### src/rtl/niosii_system_sysid_ext.sv
// System ID peripheral with uptime counter, scratch register, capability word
// and read-only user status channels. Avalon-MM slave, fixed read latency 1.
module niosii_system_sysid_ext #(
  parameter logic [31:0] ID_VALUE     = 32'h0000_0000,
  parameter logic [31:0] TIMESTAMP    = 32'd1394830679,
  parameter int unsigned NUM_USER     = 4,
  parameter int unsigned ADDR_W       = 4,
  parameter logic [31:0] SCRATCH_INIT = 32'h0000_0000,
  // Keep the user bus at least one channel wide so NUM_USER=0 stays legal
  localparam int unsigned UserW       = (NUM_USER > 0) ? 32 * NUM_USER : 32
) (
  input  logic              clock,
  input  logic              reset,
  input  logic [ADDR_W-1:0] address,
  input  logic              read,
  input  logic              write,
  input  logic [31:0]       writedata,
  input  logic [3:0]        byteenable,
  input  logic [UserW-1:0]  user_in,
  output logic [31:0]       readdata,
  output logic              readdatavalid
);

  localparam logic [31:0] AddrWVec   = 32'(ADDR_W);
  localparam logic [31:0] NumUserVec = 32'(NUM_USER);
  localparam logic [31:0] Caps       = {16'h0002, 4'b0000, AddrWVec[3:0], NumUserVec[7:0]};

  logic [63:0] cnt_q, cnt_d;
  logic [31:0] hi_snap_q, hi_snap_d;
  logic [31:0] scratch_q, scratch_d;
  logic        freeze_q, freeze_d;
  logic [31:0] readdata_q, readdata_d;
  logic        rvalid_q, rvalid_d;

  logic [31:0] addr_ext;
  logic [31:0] rdata_mux;
  logic        wr_scratch, wr_ctrl, rd_lo;

  assign addr_ext   = 32'(address);
  assign wr_scratch = write && (addr_ext == 32'd4);
  assign wr_ctrl    = write && (addr_ext == 32'd5) && byteenable[0];
  assign rd_lo      = read && (addr_ext == 32'd2);

  // Read data mux; everything reflects pre-write state of the current cycle
  always_comb begin
    rdata_mux = '0;
    case (addr_ext)
      32'd0:   rdata_mux = ID_VALUE;
      32'd1:   rdata_mux = TIMESTAMP;
      32'd2:   rdata_mux = cnt_q[31:0];
      32'd3:   rdata_mux = hi_snap_q;
      32'd4:   rdata_mux = scratch_q;
      32'd5:   rdata_mux = {30'b0, freeze_q, 1'b0};
      32'd6:   rdata_mux = Caps;
      default: begin
        for (int k = 0; k < int'(NUM_USER); k++) begin
          if (addr_ext == 32'(8 + k)) rdata_mux = user_in[32*k +: 32];
        end
      end
    endcase
  end

  // Next-state for counter, snapshot, scratch, control and read response
  always_comb begin
    scratch_d = scratch_q;
    for (int b = 0; b < 4; b++) begin
      if (wr_scratch && byteenable[b]) scratch_d[8*b +: 8] = writedata[8*b +: 8];
    end

    freeze_d = wr_ctrl ? writedata[1] : freeze_q;

    // CLEAR wins over increment and ignores FREEZE
    cnt_d = cnt_q;
    if (wr_ctrl && writedata[0]) begin
      cnt_d = '0;
    end else if (!freeze_q) begin
      cnt_d = cnt_q + 64'd1;
    end

    // Snapshot the high word alongside a low-word read so LO then HI is coherent
    hi_snap_d = rd_lo ? cnt_q[63:32] : hi_snap_q;

    readdata_d = read ? rdata_mux : readdata_q;
    rvalid_d   = read;
  end

  // State registers; async reset also kills any read response in flight
  always_ff @(posedge clock or posedge reset) begin
    if (reset) begin
      cnt_q      <= '0;
      hi_snap_q  <= '0;
      scratch_q  <= SCRATCH_INIT;
      freeze_q   <= 1'b0;
      readdata_q <= '0;
      rvalid_q   <= 1'b0;
    end else begin
      cnt_q      <= cnt_d;
      hi_snap_q  <= hi_snap_d;
      scratch_q  <= scratch_d;
      freeze_q   <= freeze_d;
      readdata_q <= readdata_d;
      rvalid_q   <= rvalid_d;
    end
  end

  assign readdata      = readdata_q;
  assign readdatavalid = rvalid_q;

endmodule

### config.mk
export PLATFORM = sky130hd
export DESIGN_NAME = niosii_system_sysid_ext
export DESIGN_NICKNAME = d
export VERILOG_FILES = /design/src/rtl/niosii_system_sysid_ext.sv
export SDC_FILE = /design/constraint.sdc
export NUM_CORES = 1
export LEC_CHECK = 0
export CAP_MARGIN = 0
export CELL_PAD_IN_SITES_DETAIL_PLACEMENT = 1
export CELL_PAD_IN_SITES_GLOBAL_PLACEMENT = 1
export CORE_ASPECT_RATIO = 1.4
export CORE_MARGIN = 1.5
export CORE_UTILIZATION = 34
export CTS_CLUSTER_DIAMETER = 120
export DETAILED_ROUTE_END_ITERATION = 16
export DONT_BUFFER_PORTS = 1
export GPL_TIMING_DRIVEN = 0
export PLACE_DENSITY = 0.57
export RECOVER_POWER = 50
export SYNTH_ARGS = -nofsm -noshare
export SYNTH_HDL_FRONTEND = slang
export SYNTH_SLANG_ARGS = --single-unit
### constraint.sdc
create_clock -name clock -period 7.4 [get_ports clock]
set_input_delay 0.74 -clock clock [delete_from_list [all_inputs] [get_ports clock]]
set_output_delay 0.74 -clock clock [all_outputs]
set_load 0.01 [all_outputs]
* Yosys cells after proc, flatten, opt, wreduce, memory -nomap -nowiden
Cells that the tools add are included. W data, S select, Z words.
Storage, ports and cells: register bits after elaboration 162, input bits 172, output and inout bits 33
Cells by class: add/sub/neg operators 1, equality and inequality tests 11, muxes and demuxes 7, reduce and logical (&&, ||, !) cells 10
Operators by type and width (number):
- $pmux W32 S7 | 1
- $mux W32 | 4
- $mux W64 | 2
- $add A64 B1 Y64 const B | 1
- $logic_not A32 Y1 | 1
- $eq A4 B4 Y1 const B | 4
- $eq A4 B3 Y1 const B | 3
- $logic_and A1 B1 Y1 | 9
- $eq A4 B2 Y1 const B | 2
- $eq A4 B1 Y1 const B | 1
- $ne A2 B1 Y1 const B | 1

* Depth between registers and ports, before layout
depth in word-level cells 6, gate-level depth with buffers 8

* Least setup slack after synthesis
Ideal clock, no wire load.
path type input -> register, from input address[3], to register cnt_q[62], data arrival time 2.334 ns, path slack 4.988 ns, stages on the path 7, cell sequence or3b_1 buf_2 o21ai_4 nand3_4 buf_6 or4_1 a21oi_1
On the way: cells in the longest elaborated chain, start to end 5, elaborated cells on any way between the ends 6, those cells by class eq/ne: 2; mux: 1; reduce/logical: 3
RTL lines:
- from (decl) | line 14 | input logic [ADDR_W-1:0] address,
- $eq A4 B3 Y1 (*) | line 41 | assign wr_ctrl = write && (addr_ext == 32'd5) && byteenable[0];
- $logic_and A1 B1 Y1 (*) (2 in series) | line 41
- $logic_and A1 B1 Y1 (*) | line 74 | if (wr_ctrl && writedata[0]) begin
- $ne A2 B1 Y1 (no line) / $mux W64 (equally long branches)
- to (signal assigned) | line 97 | cnt_q <= cnt_d;
- to (decl) | line 28 | logic [63:0] cnt_q, cnt_d;
Every way passes the cells marked *; elsewhere a longest branch is shown, timed or not. A chain may end at the register's enable or synchronous reset.

==> flow_summary.json <==
{
  "n_fill_cell": 2743,
  "crit_path_max_incr_delay_ns": 2.41,
  "vias": 7318,
  "path_cells": "clkinvlp_2 -> clkbuf_2",
  "holdBufCountCts": 0,
  "ys_ff_latch": 162,
  "grt_pass1_vias": 8041,
  "synthXorXnorAreaFrac": 0.0183,
  "worst_ep_arrival_time_ns": 4.29,
  "rsz0062_at_grt": "false",
  "synth_warnings": 0,
  "hp-class": "in -> reg",
  "synth_area_leader_cell": "dfrtp_1",
  "synthesis.nets": 991,
  "worst_setup_path_end_kind": "async pin",
  "status": "complete, but fails checks",
  "synth_mux_area_frac": 0.124,
  "yosys.area_share.adder": 0.00145,
  "dr.pass1.iters": 6,
  "ant_nets": 0,
  "fin_tns_setup_ns": 0,
  "period_minus_slack_ns": 4.49,
  "gp_congestion": 0.832,
  "fmax_ghz": 0.223,
  "multiInputGateArea_sq_um": 4200,
  "post-route-period-util": 0.606,
  "place_area_sq_um": 9030,
  "p_sw_frac": 0.267,
  "fin_area_sq_um": 9610,
  "dieArea_sq_um": 26300,
  "synth_ff_type": "dfrtp_1",
  "rows": 68,
  "intPower_mw": 1.65,
  "drcViolationCount": 0,
  "synth_area_sq_um": 8600,
  "switchingPower_mw": 0.601,
  "fin_util": 0.388,
  "met3_length_mm": 2.07,
  "violations": "max-capacitance violations, max-slew violations",
  "setup_viol": 0,
  "numCtsBuffers": 17,
  "wl_met2_mm": 17.5,
  "antenna_found_initial": 7,
  "wl_per_cell_microns": 28.1,
  "htreeDepth": 4,
  "cts_tree": "done",
  "p_comb_frac": 0.125,
  "drv_cap": 2,
  "clock_skew_ns": 0.00786,
  "cts_buffer_depth": 2,
  "synth-edff-count": 0,
  "start_util": 0.347,
  "hold_violations": 0,
  "dieHeight_microns": 191,
  "nNetsFinal": 1011,
  "grt_pass1_wl_mm": 49.1,
  "clock_power_share": 0.407,
  "synth-compound-area-share": 0.206,
  "yosysUniqueCellTypes": 55,
  "relSlewSlack": -1.19,
  "final_layout_size_suffix_gt1_frac": 0.183,
  "critPathMaxFanout": 127,
  "crit_type": "in -> async",
  "start_kind": "input port",
  "dpl.cell_count": 1134,
  "grt_max_degree": 128,
  "peakVddDrop_mv": 0.142,
  "cts-resized-gates": 0,
  "crit_slowest_cell": "clkbuf_2",
  "grt_overflow": 0,
  "seq_power_share": 0.467,
  "dpl.hpwl_mm": 25.3,
  "required_ns": 7.20,
  "yosys-top-cells-area": "dfrtp_1 (47%), mux2_2 (12%), a221oi_1 (4.7%), a21oi_1 (4.1%), o21ai_0 (2.5%)",
  "synthCells": 818,
  "syn2layout_area_growth_pct": 11.8,
  "fp.dieW_microns": 137,
  "wl_mm": 32.8,
  "coreArea_sq_um": 24800,
  "synthTopCellsByCount": "dfrtp_1 (162), mux2_2 (91), a21oi_1 (71)",
  "cellPowerDensity_nw_per_um2": 235,
  "clock-sinks": 162,
  "drv_slew": 165,
  "avgViaCountPerCell": 6.25,
  "p_leak_nw": 3.84,
  "yosysSeqAreaShare": 0.471,
  "worst_slew_pin_slew_ns": 3.28,
  "synth-simple-area-share": 0.139,
  "io_pins": 205,
  "syn_area_per_cell_sq_um": 10.5,
  "cts_setup_buffers": 0,
  "dr.first_iter.drc_count": 417,
  "cpLargestDelayFamily": "buffers and inverters",
  "cts.clk_slew.worst_paths_ns": 0.06,
  "clkLatencyLatePin_ns": 0.43,
  "synth_top_area_share": 0.471,
  "cts-root-buf": "clkbuf_16",
  "synth_top_family_by_area": "compound AO/OA/AOI/OAI gates",
  "synthArstFlopShare": 1.00,
  "fin_cells": 1170,
  "numPortBuffers": 0,
  "dr.max_layer_used": "met5",
  "regArea_sq_um": 4050,
  "grtUsageTotal": 0.255,
  "yosysMostFrequentCell": "dfrtp_1",
  "crit_buf_inv": 2,
  "wl_met1_mm": 12.1
}
## power groups by stage
stage	combinational, mW	sequential [mW]	clock, mW
global placement	0.268	1.07	0
detailed placement	0.282	1.07	0
global route	0.313	1.07	0.970
CTS	0.284	1.05	0.935
floorplan	0.212	1.04	0
finish	0.283	1.05	0.918
## kinds of logic (layout without fill, tap and decap cells)
kind of cell | count (synthesis) | count (layout)
AOI/OAI and AO/OA | 255 | 255
and+or+nand+nor | 203 | 203
DFF | 162 | 162
muxes | 95 | 95
buffers and inverters | 84 | 115
xor gates and xnor gates | 18 | 18
adders and majority gates | 1 | 1
other | 0 | 6
## final timing paths
path / startpoint / endpoint / slack (ns) / cells after the start
max in group clock: address[0] / readdata[5] / 4.47 / 6
max reg2reg: cnt_q[6] / cnt_q[55] / 4.61 / 6
min reg2reg: hi_snap_q[12] / hi_snap_q[12] / 0.51 / 1
min in group asynchronous: reset / scratch_q[14] / 0.61 / 1
max: reset / cnt_q[44] / 2.91 / 2
min: read / readdatavalid / 0.34 / 0
## flip-flops by register name, indices dropped and copies added, names as in the netlist
register,count
scratch_q,32
freeze_q,1
readdata,32
cnt_q,64
hi_snap_q,32
readdatavalid,1
## metrics by stage
| step | total power [mW] | setup WS [ns] | hold slack [ns] |
|---|---|---|---|
| after detailed placement | 1.35 | 4.07 | 0.495 |
| after CTS | 2.27 | 4.55 | 0.120 |
| after global placement | 1.33 | 0.275 | 0.490 |
| final | 2.25 | 2.91 | 0.337 |
| after floorplan | 1.25 | 2.28 | 0.450 |
| after global routing | 2.35 | 2.23 | 0.319 |
## worst register-to-register path, stage by stage, from the launching register on
cell	delay, ns
dfrtp_1	0.42
nand4_1	0.28
nor3_2	0.66
nand4_2	0.39
clkbuf_1	0.42
o31ai_1	0.37
a21oi_1	0.11
## layer usage
metal	GRT usage	vias to the layer above
met5	0	-
met4	0.133	2
met3	0.0671	64
met2	0.457	277
met1	0.271	3754
li1	-	3221
## cells in the final DEF (no fill, tap or decap), types with 15 or more instances in the layout
cell type,count
buf_2,15
a221o_1,19
nand2_1,35
nand3_1,26
a221oi_1,46
a21oi_1,71
clkbuf_16,17
o21ai_0,43
nand4_1,22
or4_1,27
mux2_2,91
dfrtp_1,162
o31ai_1,27
nor2_1,35
clkbuf_1,48
inv_1,20
## layout make-up
class                   instances  area share
diodes                          6     0.00156
plain buffers                  63      0.0281
clock buffers                  25      0.0515
clock inverters                 5      0.0104
inverters                      21     0.00833
multi-input cells             572       0.437
flip-flops and latches        162       0.422
well taps                     315      0.0410
repair buffers                  1    0.000521
Power figures use the tool's default switching activity.
